$ cat config.mk
export PLATFORM = sky130hd
export DESIGN_NAME = router_pkt_ctrl
export DESIGN_NICKNAME = d
export VERILOG_FILES = /design/src/rtl/router_pkg.sv /design/src/rtl/router_sr_timer.sv /design/src/rtl/router_pkt_ctrl.sv
export SDC_FILE = /design/constraint.sdc
export NUM_CORES = 1
export LEC_CHECK = 0
export CAP_MARGIN = 25
export CORE_ASPECT_RATIO = 1.2
export CORE_MARGIN = 3
export CORE_UTILIZATION = 40
export CTS_CLUSTER_DIAMETER = 200
export CTS_CLUSTER_SIZE = 24
export DETAILED_ROUTE_END_ITERATION = 10
export HOLD_SLACK_MARGIN = 0.08
export PLACE_DENSITY = 0.66
export SETUP_SLACK_MARGIN = 0.15
export SYNTH_ARGS = -nofsm -noshare
export SYNTH_HDL_FRONTEND = slang
export SYNTH_SLANG_ARGS = --single-unit
$ cat constraint.sdc
create_clock -name clock -period 3.15 [get_ports clock]
set_input_delay 0.315 -clock clock [delete_from_list [all_inputs] [get_ports clock]]
set_output_delay 0.315 -clock clock [all_outputs]
set_load 0.005 [all_outputs]
$ cat src/rtl/router_pkg.sv
// Shared types and constants for the 1x3 router ingress controller.
// Imported by the FSM top and the per-port soft-reset timer.
package router_pkg;

  typedef enum logic [2:0] {
    DECODE_ADDRESS     = 3'd0,
    LOAD_FIRST_DATA    = 3'd1,
    LOAD_DATA          = 3'd2,
    LOAD_PARITY        = 3'd3,
    FIFO_FULL_STATE    = 3'd4,
    LOAD_AFTER_FULL    = 3'd5,
    WAIT_TILL_EMPTY    = 3'd6,
    CHECK_PARITY_ERROR = 3'd7
  } state_t;

  localparam logic [1:0] ADDR_INVALID = 2'b11;
  localparam int TIMEOUT_DEF = 30;

endpackage

$ cat src/rtl/router_sr_timer.sv
// Per-port timeout: pulses soft_reset when valid data
// sits unread for TIMEOUT cycles.
module router_sr_timer
  import router_pkg::*;
#(
  parameter int TIMEOUT = TIMEOUT_DEF
) (
  input  logic clock,
  input  logic reset_n,
  input  logic vld,
  input  logic rd,
  output logic soft_reset
);

  localparam logic [4:0] LAST = 5'(TIMEOUT - 1);

  logic [4:0] r_cnt;
  logic       r_sr;

  // a read on the timeout edge wins and suppresses the pulse
  always_ff @(posedge clock or negedge reset_n) begin
    if (!reset_n) begin
      r_cnt <= '0;
      r_sr  <= 1'b0;
    end else begin
      r_sr <= 1'b0;
      if (!vld || rd) begin
        r_cnt <= '0;
      end else if (r_cnt == LAST) begin
        r_cnt <= '0;
        r_sr  <= 1'b1;
      end else begin
        r_cnt <= r_cnt + 5'd1;
      end
    end
  end

  assign soft_reset = r_sr;

endmodule

$ cat src/rtl/router_pkt_ctrl.sv
// Router ingress FSM: header decode, FIFO select,
// write sequencing, source hold-off and port timeouts.
module router_pkt_ctrl
  import router_pkg::*;
#(
  parameter int TIMEOUT = TIMEOUT_DEF
) (
  input  logic       clock,
  input  logic       reset_n,
  input  logic       pkt_valid,
  input  logic [1:0] data_in,
  input  logic [2:0] fifo_full,
  input  logic [2:0] fifo_empty,
  input  logic [2:0] read_en,
  input  logic       parity_done,
  input  logic       low_pkt_valid,
  output logic [2:0] write_en,
  output logic       detect_add,
  output logic       lfd_state,
  output logic       ld_state,
  output logic       laf_state,
  output logic       full_state,
  output logic       rst_int_reg,
  output logic       busy,
  output logic [2:0] vld_out,
  output logic [2:0] soft_reset
);

  state_t     r_state;
  state_t     w_next;
  logic [1:0] r_addr;
  logic [2:0] w_sel;
  logic [2:0] w_din_sel;
  logic       w_fsel;
  logic       w_esel;
  logic       w_din_empty;
  logic       w_sr;
  logic       w_load;
  logic       w_hdr_ok;

  assign w_sel       = 3'b001 << r_addr;
  assign w_din_sel   = 3'b001 << data_in;
  assign w_fsel      = |(fifo_full & w_sel);
  assign w_esel      = |(fifo_empty & w_sel);
  assign w_din_empty = |(fifo_empty & w_din_sel);
  assign w_sr        = |(soft_reset & w_sel);
  assign w_hdr_ok    = pkt_valid && (data_in != ADDR_INVALID);

  always_ff @(posedge clock or negedge reset_n) begin
    if (!reset_n) begin
      r_state <= DECODE_ADDRESS;
      r_addr  <= 2'd0;
    end else begin
      r_state <= w_next;
      if (r_state == DECODE_ADDRESS && w_hdr_ok)
        r_addr <= data_in;
    end
  end

  always_comb begin
    w_next = r_state;
    unique case (r_state)
      DECODE_ADDRESS:
        if (w_hdr_ok)
          w_next = w_din_empty ? LOAD_FIRST_DATA
                               : WAIT_TILL_EMPTY;
      WAIT_TILL_EMPTY:
        if (w_esel) w_next = LOAD_FIRST_DATA;
      LOAD_FIRST_DATA:
        w_next = LOAD_DATA;
      LOAD_DATA:
        if (w_fsel)          w_next = FIFO_FULL_STATE;
        else if (!pkt_valid) w_next = LOAD_PARITY;
      FIFO_FULL_STATE:
        if (!w_fsel) w_next = LOAD_AFTER_FULL;
      LOAD_AFTER_FULL:
        if (parity_done)        w_next = DECODE_ADDRESS;
        else if (low_pkt_valid) w_next = LOAD_PARITY;
        else                    w_next = LOAD_DATA;
      LOAD_PARITY:
        w_next = CHECK_PARITY_ERROR;
      CHECK_PARITY_ERROR:
        w_next = w_fsel ? FIFO_FULL_STATE
                        : DECODE_ADDRESS;
      default:
        w_next = DECODE_ADDRESS;
    endcase
    // a port timeout abandons the packet in flight
    if (w_sr && r_state != DECODE_ADDRESS)
      w_next = DECODE_ADDRESS;
  end

  assign detect_add  = (r_state == DECODE_ADDRESS);
  assign lfd_state   = (r_state == LOAD_FIRST_DATA);
  assign ld_state    = (r_state == LOAD_DATA);
  assign laf_state   = (r_state == LOAD_AFTER_FULL);
  assign full_state  = (r_state == FIFO_FULL_STATE);
  assign rst_int_reg = (r_state == CHECK_PARITY_ERROR);
  assign busy        = !(detect_add || ld_state);

  assign w_load   = lfd_state || ld_state || laf_state
                 || (r_state == LOAD_PARITY);
  assign write_en = w_load ? w_sel : 3'b000;
  assign vld_out  = ~fifo_empty;

  for (genvar g = 0; g < 3; g++) begin : g_tmr
    router_sr_timer #(.TIMEOUT(TIMEOUT)) u_tmr (
      .clock      (clock),
      .reset_n    (reset_n),
      .vld        (vld_out[g]),
      .rd         (read_en[g]),
      .soft_reset (soft_reset[g])
    );
  end

endmodule

Word level (Yosys, flattened, before mapping)
Cells that the tools add are included.
Widths: inputs -> output; s select.

storage, ports and cells
  logic and storage cells = 78
  flip-flop bits (word level) = 23
  input port bits = 16

cells by class
  add/subtract/negate cells = 3
  muxes and demuxes = 24
  equal/unequal tests = 15
  bitwise logic cells = 5
  reductions and logical operators = 21
  shift-type cells = 2

operators with widths
  cell                 count
  $mux 5               6
  $mux 3               9
  $pmux 3 s8           1
  $add 5x1->5 const B  3
  $eq 5x5->1 const B   3
  $and 3x3->3          4
  $eq 3x3->1 const B   4
  $reduce_or 3->1      4
  $logic_or 1x1->1     7
  $mux 1               7
  $eq 3x2->1 const B   2
  $shl 1x2->3 const A  2
  $logic_not 1->1      4
  $ne 4x2->1 const B   1
  $reduce_and 4->1     1
  $eq 3x1->1 const B   1
  $logic_and 1x1->1    3
  $logic_not 3->1      1
  $ne 3x1->1 const B   1
  $ne 3x2->1 const B   1
  $ne 3x3->1 const B   1
  $not 3->3            1
  $reduce_bool 3->1    1
  $mux 2               1
  $ne 2x2->1 const B   1

Depth between registers and ports, before layout
Gate-level depths: netlist of run 1.

  depth after elaboration = 7
  gate-level depth with buffers = 6
  mapped depth without buffers = 5

Modules after synthesis
Synthesis of run 1 repeated with hierarchy kept, for this count alone.

unflattened totals
  cell total of the unflattened synthesis = 139
  area, all modules = 1326.3 µm²

by module, submodules not included
  module           cells an instance  times used  sequential area each (µm²)  area each (µm²)
  router_sr_timer  22                 3           150.1                       255.2
  router_pkt_ctrl  73                 1           125.1                       560.5

Worst setup path before layout of run 1
Ideal clock, no wire load.

  path type = reg-to-reg
  from = reg r_addr[0]
  to = reg r_state[1]
  arrival = 1396 ps
  path slack = 1630 ps
  period minus slack after synthesis = 1520 ps
  path buffers = 1
  stages on the path, launching flop included = 7
  path through = dfrtp_1 buf_6 and2b_2 a2111oi_1 nor4_1 o21ai_1 o31a_1

between the ends
  word-level cells in the longest chain between the ends = 6
  elaborated cells on any way between the ends = 16
  classes of those cells = eq/ne (4); shift (1); mux (3); bitwise (3); reduce/logical (5)

RTL lines
  what                                         line                                          source
  start: declaration                           router_pkt_ctrl.sv:31                         logic [1:0] r_addr;
  start signal: assignment                     router_pkt_ctrl.sv:56                         r_addr <= data_in;
  $shl 1x2->3 (*)                              router_pkt_ctrl.sv:41                         assign w_sel = 3'b001 << r_addr;
  $and 3x3->3, on equally long branches        router_pkt_ctrl.sv:43, router_pkt_ctrl.sv:46
  $reduce_or 3->1, on equally long branches    router_pkt_ctrl.sv:43, router_pkt_ctrl.sv:46
  $mux 3 or $logic_and 1x1->1 (tied branches)  router_pkt_ctrl.sv:72, router_pkt_ctrl.sv:89
  $pmux 3 s8 (tied with other cells)           router_pkt_ctrl.sv:62                         unique case (r_state)
  $mux 3 or $reduce_and 4->1 (tied branches)   -
  end signal: assignment                       router_pkt_ctrl.sv:54                         r_state <= w_next;
  end: declaration                             router_pkt_ctrl.sv:29                         state_t r_state;

Every way passes the cells marked *; elsewhere a longest branch is shown, timed or not.
A chain may end at the register's enable or synchronous reset.

Worst setup path in the final report of run 1
  from = reg r_state[1]
  to = out write_en[1]

between the ends
  word-level cells in the longest chain between the ends = 5
  elaborated cells on any way between the ends = 8
  classes of those cells = eq/ne (4); mux (1); reduce/logical (3)

RTL lines
  what                                      line                                          source
  $eq 3x1->1 or $eq 3x2->1 (tied branches)  router_pkt_ctrl.sv:94, router_pkt_ctrl.sv:95
  $logic_or 1x1->1 (2 in series)            router_pkt_ctrl.sv:101                        assign w_load = lfd_state || ld_state || laf_state
  $logic_or 1x1->1 (*)                      router_pkt_ctrl.sv:102                        || (r_state == LOAD_PARITY);
  $mux 3 (*)                                router_pkt_ctrl.sv:103                        assign write_en = w_load ? w_sel : 3'b000;
  end: declaration                          router_pkt_ctrl.sv:17                         output logic [2:0] write_en,

Marked as above.

==> results by group, run 1 <==
Synthesis
  • Mean Syn Cell Area: approximately 9.4 µm²
  • Largest family of logic cells by synthesized area: simple AND/OR/NAND/NOR gates
  • Post-synth EDFFs: 0
  • XOR/XNOR share of the synthesized area: under 10%
  • Most used DFF post-synth: dfrtp_1
  • Flops & latches, synth: 23
  • Syn_nets: around 180
  • Yosys warnings: 0
  • Synth Area in Simple Gates: between 20% and 30%
  • Yosys cell types: 44
  • Synth Area in Compound Gates: 10.4%
  • Synth Area in Adders: roughly 5.9%
  • Ys async rst share: 100%
  • Synthesized netlist cell count: 153
  • Sequential-to-total area share from yosys stat: between 40% and 50%
  • Multiplexer share of the synthesized area: around 4.5%
  • Synthesized area: 1440 µm²

Setup path
  • Max stage delay cell, worst path: dfrtp_1
  • CP Capture Type: output port
  • Startpoint types: flop
  • Slowest cell delay on critical path: just under 0.7 ns
  • Data arrival, critical path: 1.90 ns
  • Required arrival time at the worst endpoint: about 2.8 ns
  • CP Max Fanout: 18
  • Critical path type: flop to output port
  • Crit-path cells: mux2i_1 > nor3b_1 > clkdlybuf4s50_1

Final layout
  • Fraction of layout cells with a size suffix above 1: roughly 6.8%
  • Number of fillers in the final layout: about 340
  • Area growth, synth to finish: 22.1%
  • Inserted Diodes: 0
  • Design Area, Final: roughly 1800 µm²
  • Nets@finish: 200

CTS
  • TritonCTS Buffers: 3
  • Clock-pin transition on the worst setup and hold timing paths: 0.07 ns
  • H-tree lvl count: 1
  • Postcts setup bufs: 0
  • Hold-fix buffers at CTS: 0
  • Root Buffer: clkbuf_8
  • Max clock buf depth: 2
  • Post-CTS Resized: 0
  • Worst skew pair latency: 0.26 ns
  • CTS Sinks: 23
  • TritonCTS clock tree: yes

STA
  • Max Clock Skew: ~0.0034 ns
  • Tightest Pin Transition: between 0.5 and 0.6 ns
  • Final Hold Viols: 0
  • Max Transition Viols Final: 0
  • Final setup viols: 0
  • Max Fclk: around 0.45 GHz
  • Slew Limit Headroom: between 60 and 70%
  • Tcrit/Tclk final: a little over two thirds
  • Unrepaired setup endpoints after global routing: no
  • Setup_tns: 0 ns
  • Crit path time final: around 2.2 ns

Floorplanning
  • Rows: 23
  • IO Count: 32
  • DIE AREA: 4350 µm²
  • Core area: between 3000 and 4000 µm²
  • Initial Utilization: between 40% and 50%
  • Height of the chip: 71.6 µm
  • Die W: 60.7 µm

Global route
  • GRT Residual Overflow: 0
  • First-pass GRT wire length: roughly 5000 µm
  • Largest net degree at the start of global routing: 24
  • Vias in the first global route: 1,223
  • Global-route usage over all layers: approximately 15%
  • Initial antenna violation count: 0

Job
  • Max cap viols: 0

Detailed routing
  • Residual DRC: 0
  • DR WL/cell: between 10 and 15 µm
  • Drt pass-1 iters: 4
  • DR vias/cell: between 5 and 6
  • WL final: approximately 3000 µm
  • Initial DRC count: 34
  • Final ANT Viol Nets: 0
  • Routed vias: roughly 1,200

Power
  • Leak Pwr: between 0.7 and 0.8 nW
  • Cell Pwr Density: roughly 640 nW/µm²
  • VDD IR max: 302 µV

Placed design
  • # port buffers: 31
  • Routability congestion estimate: between 0.7 and 0.8
  • Post-DP HPWL: between 2000 and 2500 µm
  • Placed cell areas: roughly 1700 µm²

Outcome
  • Status: finished clean

Min path
  • HP Class: input port to asynchronous set/reset pin
-- cell type report --
cell class                      count  area, µm²  share of cell area, %
Timing Repair Buffer               32        322                   18.3
Sequential cell                    23        576                   32.8
Multi-Input combinational cell    109        732                   41.7
Clock buffer                        4       45.0                   2.57
Tap cell                           37       46.3                   2.64
Inverter                            9       33.8                   1.93
-- kinds of logic (layout without fill, tap and decap cells) --
family,after synthesis,count (layout)
AOI/OAI and AO/OA,21,21
muxes,6,6
buffers and inverters,21,45
adders and majority gates,7,7
and+or+nand+nor,66,66
DFF,23,23
xor gates and xnor gates,9,9
-- worst max-delay path: cells and delay by family (launching register included) --
kind | cells | cell delay (ns)
buf+inv | 1 | 0.54
flops | 1 | 0.68
mux | 1 | 0.21
simple gates | 1 | 0.22
-- state kept, by name, summed over array words and instances (netlist names) --
| name | flops |
|---|---|
| r_addr | 2 |
| g_tmr.u_tmr.soft_reset | 3 |
| g_tmr.u_tmr.r_cnt | 15 |
| r_state | 3 |
-- final timing paths --
kind	startpoint	endpoint	slack [ns]	cells past startpoint
max in group asynchronous	reset_n	g_tmr[0].u_tmr.r_cnt[2]	2.35	2
min in group clock	g_tmr[2].u_tmr.r_cnt[0]	g_tmr[2].u_tmr.r_cnt[0]	0.49	1
setup / recovery	r_state[1]	write_en[1]	0.93	3
setup reg to reg	r_state[1]	r_state[1]	1.28	5
hold / removal	reset_n	g_tmr[1].u_tmr.r_cnt[4]	0.33	1
hold reg to reg	g_tmr[2].u_tmr.r_cnt[0]	g_tmr[2].u_tmr.r_cnt[0]	0.49	1
-- per-stage QoR --
stage	setup WS (ns)	utilization (%)	instances	hold slack, ns	total power [mW]
global placement	1.13	50.0	209	0.474	0.949
detailed placement	1.08	50.0	209	0.489	0.951
global route	0.707	51.7	214	0.343	1.21
CTS	0.935	51.3	213	0.501	1.13
floorplan	1.63	-	153	0.0194	0.795
finish	0.931	51.7	214	0.334	1.12
-- cell usage after synthesis (2+ instances only) --
master	number	area, µm²
nand3b_1	3	22.5
ha_1	6	75.1
nand4_1	3	18.8
nor2_1	25	93.8
buf_4	9	67.6
nor3_1	5	25.0
a31oi_1	3	18.8
nand2_1	8	30.0
nor3b_1	5	37.5
buf_6	2	22.5
inv_1	9	33.8
xnor2_1	3	26.3
a21oi_1	6	30.0
nand3_1	6	30.0
dfrtp_1	23	576
xor2_1	6	52.6
mux2i_1	4	40.0
-- power by group --
part	switching (mW)	internal, mW
Combinational	0.198	0.290
Clock	0.0852	0.0900
Sequential	0.125	0.333
Total	0.407	0.713
-- cells in the final DEF (no fill, tap or decap), types with 3 or more instances in the layout --
| cell type | n |
|---|---|
| a21oi_1 | 6 |
| a31oi_1 | 3 |
| clkbuf_8 | 3 |
| clkdlybuf4s50_1 | 31 |
| dfrtp_1 | 23 |
| ha_1 | 6 |
| inv_1 | 9 |
| mux2i_1 | 4 |
| nand2_1 | 8 |
| nand3_1 | 6 |
| nand3b_1 | 3 |
| nand4_1 | 3 |
| nor2_1 | 25 |
| nor3_1 | 5 |
| nor3b_1 | 5 |
| xnor2_1 | 3 |
| xor2_1 | 6 |
-- per-layer routing --
metal  vias to the layer above  GRT usage, %  wire (µm)
li1                        571             -          -
met1                       554          17.8       1290
met2                        37          25.8       1440
met3                         6          2.34        147
met4                         0          5.30         55
met5                         -             0          0
(Power assumes the default switching activity.)
==> run 2, diff against run 1 <==
PLACE_DENSITY = 0.68   (was 0.66)
clock period = 2 ns   (was 3.15 ns; I/O delays follow)
==> results by group, run 2 (synthesis results as in run 1) <==
STA
  • Tightest Pin Transition: 0.362 ns (was 0.530 ns)
  • Tcrit/Tclk final: 89.8%
  • Final Hold Viols: 0 (unchanged)
  • Max Clock Skew: 0.00200 ns (was 0.00342 ns)
  • Setup ws final: 0.203 ns (was 0.931 ns)
  • Setup_tns: 0 ns (unchanged)
  • Max Transition Viols Final: 0 (unchanged)
  • Crit path time final: about 1.8 ns
  • Slew Limit Headroom: 75.8% (was 64.6%)
  • Max Fclk: 0.557 GHz
  • Final setup viols: 0 (unchanged)
  • Unrepaired setup endpoints after global routing: yes (was no)

Placed design
  • Placed cells: 213 (was 209)
  • # port buffers: 31 (unchanged)
  • Post-DP HPWL: 2390 µm (was 2270 µm)
  • Placement Setup Slack: 0.0701 ns (was 1.08 ns)
  • Routability congestion estimate: 0.819 (was 0.781)

Detailed routing
  • Routed vias: 1,243 (was 1,168)
  • Final ANT Viol Nets: 0 (unchanged)
  • Initial DRC count: 45 (was 34)
  • DR vias/cell: 5.45 (was 5.46)
  • DR WL/cell: 14.3 µm (was 13.7 µm)
  • WL final: 3270 µm (was 2940 µm)
  • Drt pass-1 iters: 4 (unchanged)
  • Residual DRC: 0 (unchanged)

CTS
  • Hold-fix buffers at CTS: 0 (unchanged)
  • Clock-pin transition on the worst setup and hold timing paths: 0.08 ns (was 0.07 ns)
  • Max clock buf depth: 2 (unchanged)
  • H-tree lvl count: 1 (unchanged)
  • Worst skew pair latency: 0.26 ns (about the same)
  • Root Buffer: clkbuf_8 (unchanged)
  • TritonCTS Buffers: 3 (unchanged)
  • CTS Sinks: 23 (unchanged)
  • TritonCTS clock tree: yes (unchanged)

Floorplanning
  • Die W: 60.7 µm (unchanged)
  • Rows: 23 (unchanged)
  • DIE AREA: 4350 µm² (unchanged)
  • IO Count: 32 (unchanged)
  • Initial Utilization: 42.3% (unchanged)
  • Height of the chip: 71.6 µm (unchanged)
  • Core area: 3400 µm² (unchanged)

Final layout
  • Area growth, synth to finish: 32.3% (was 22.1%)
  • Inserted Diodes: 0 (unchanged)
  • Most frequent cells in the layout: clkdlybuf4s50_1 (25), nor2_1 (24), dfrtp_1 (19), buf_4 (14), inv_1 (9) (was clkdlybuf4s50_1 (31), nor2_1 (25), dfrtp_1 (23), inv_1 (9), nand2_1 (8))
  • Number of flip-flops under the largest register name: 15 (unchanged)
  • Non-filler cells, final: 228 (was 214)
  • Commonest non-fill, non-tap cell in the layout: clkdlybuf4s50_1 (unchanged)
  • Number of fillers in the final layout: 324 (was 336)
  • Fraction of layout cells with a size suffix above 1: 18.8% (was 6.78%)
  • Largest register by flop count: g_tmr.u_tmr.r_cnt (unchanged)
  • Nets@finish: 214 (was 200)

Power
  • Leak Pwr: 0.891 nW (was 0.763 nW)
  • Cell Pwr Density: 1070 nW/µm² (was 638 nW/µm²)
  • VDD IR max: 380 µV (was 302 µV)

Job
  • Max cap viols: 0 (unchanged)

Setup path
  • Startpoint types: flop (unchanged)
  • CP Max Fanout: 5 (was 18)
  • CP Capture Type: flop (was output port)
  • Data arrival, critical path: 1.94 ns (was 1.90 ns)
  • Critical path type: flop to flop (was flop to output port)
  • Required arrival time at the worst endpoint: 2.15 ns (was 2.83 ns)

Min path
  • HP Class: input port to asynchronous set/reset pin (unchanged)

Outcome
  • Status: finished clean (unchanged)

Global route
  • Vias in the first global route: 1,277 (was 1,223)
  • GRT Residual Overflow: 0 (unchanged)
  • Global-route usage over all layers: 16.3% (was 14.8%)
  • Largest net degree at the start of global routing: 24 (unchanged)
  • Initial antenna violation count: 0 (unchanged)
  • First-pass GRT wire length: 5460 µm (was 5130 µm)
run 2: cell count changes in the layout (fill, tap and decap cells not counted), moves of 3 or more:
| cell | before | now |
|---|---|---|
| buf_4 | 0 | 14 |
| clkdlybuf4s50_1 | 31 | 25 |
| dfrtp_1 | 23 | 19 |
| dfrtp_2 | 0 | 4 |
| dlygate4sd2_1 | 0 | 3 |
| dlymetal6s2s_1 | 0 | 3 |
run 2: final timing paths:
| kind | cells past startpoint | end | startpoint | slack, ns |
|---|---|---|---|---|
| min reg2reg | 1 | g_tmr[2].u_tmr.r_cnt[0] | g_tmr[2].u_tmr.r_cnt[0] | 0.50 |
| min | 2 | g_tmr[0].u_tmr.r_cnt[0] | reset_n | 0.29 |
| max in group asynchronous | 2 | r_addr[0] | reset_n | 1.47 |
| max reg2reg | 7 | r_state[1] | r_state[0] | 0.20 |
| min in group clock | 1 | g_tmr[2].u_tmr.r_cnt[0] | g_tmr[2].u_tmr.r_cnt[0] | 0.50 |
| max | 7 | r_state[1] | r_state[0] | 0.20 |
run 2: where the power goes:
group | switching [mW] | internal, mW
Sequential | 0.110 | 0.535
Combinational | 0.491 | 0.624
Clock | 0.139 | 0.142
Total | 0.739 | 1.30
run 2: what timing repair did:
action                                  CTS  global route
pin swaps                                 0             2
endpoints found under the setup margin   11             7
cloned                                    0             0
setup buffers                             8             3
resized for setup                        11             9
hold endpoints to repair                  0             0
run 2: critical path, cell delays in order, from the launching register on:
cell and delay [ns]:
dfrtp_2 0.45, buf_4 0.16, buf_4 0.13, nand3b_1 0.17, a2111oi_2 0.42, or3_1 0.19
o31ai_2 0.07, o31a_1 0.10
run 2: layout make-up:
cell class | count | area, µm² | area share (%)
multi-input combinational | 109 | 764 | 40.2
sequential | 23 | 581 | 30.5
timing repair buffer | 46 | 430 | 22.6
tap | 37 | 46.3 | 2.44
clock buffer | 4 | 45.0 | 2.37
inverter | 9 | 33.8 | 1.78
run 2: metal layers:
metal  share of wire [%]  vias up  GRT usage (%)
li1                    -      599              -
met3                 6.1        6           1.98
met2                  52       46           27.7
met5                   0        -              0
met1                  40      592           19.2
met4                 1.5        0           9.16
run 2: per-stage QoR:
| step | cell area [µm²] | util [%] | hold slack [ns] | power (mW) |
|---|---|---|---|---|
| 3_3_place_gp | 1730 | 50.9 | 0.473 | 1.51 |
| 2_1_floorplan | 1440 | - | -0.0956 | 1.25 |
| 4_1_cts | 1840 | 54.2 | 0.290 | 1.95 |
| 6_report | 1900 | 56.0 | 0.285 | 2.04 |
| 3_5_place_dp | 1730 | 50.9 | 0.492 | 1.53 |
| 5_1_grt | 1900 | 56.0 | 0.320 | 2.18 |
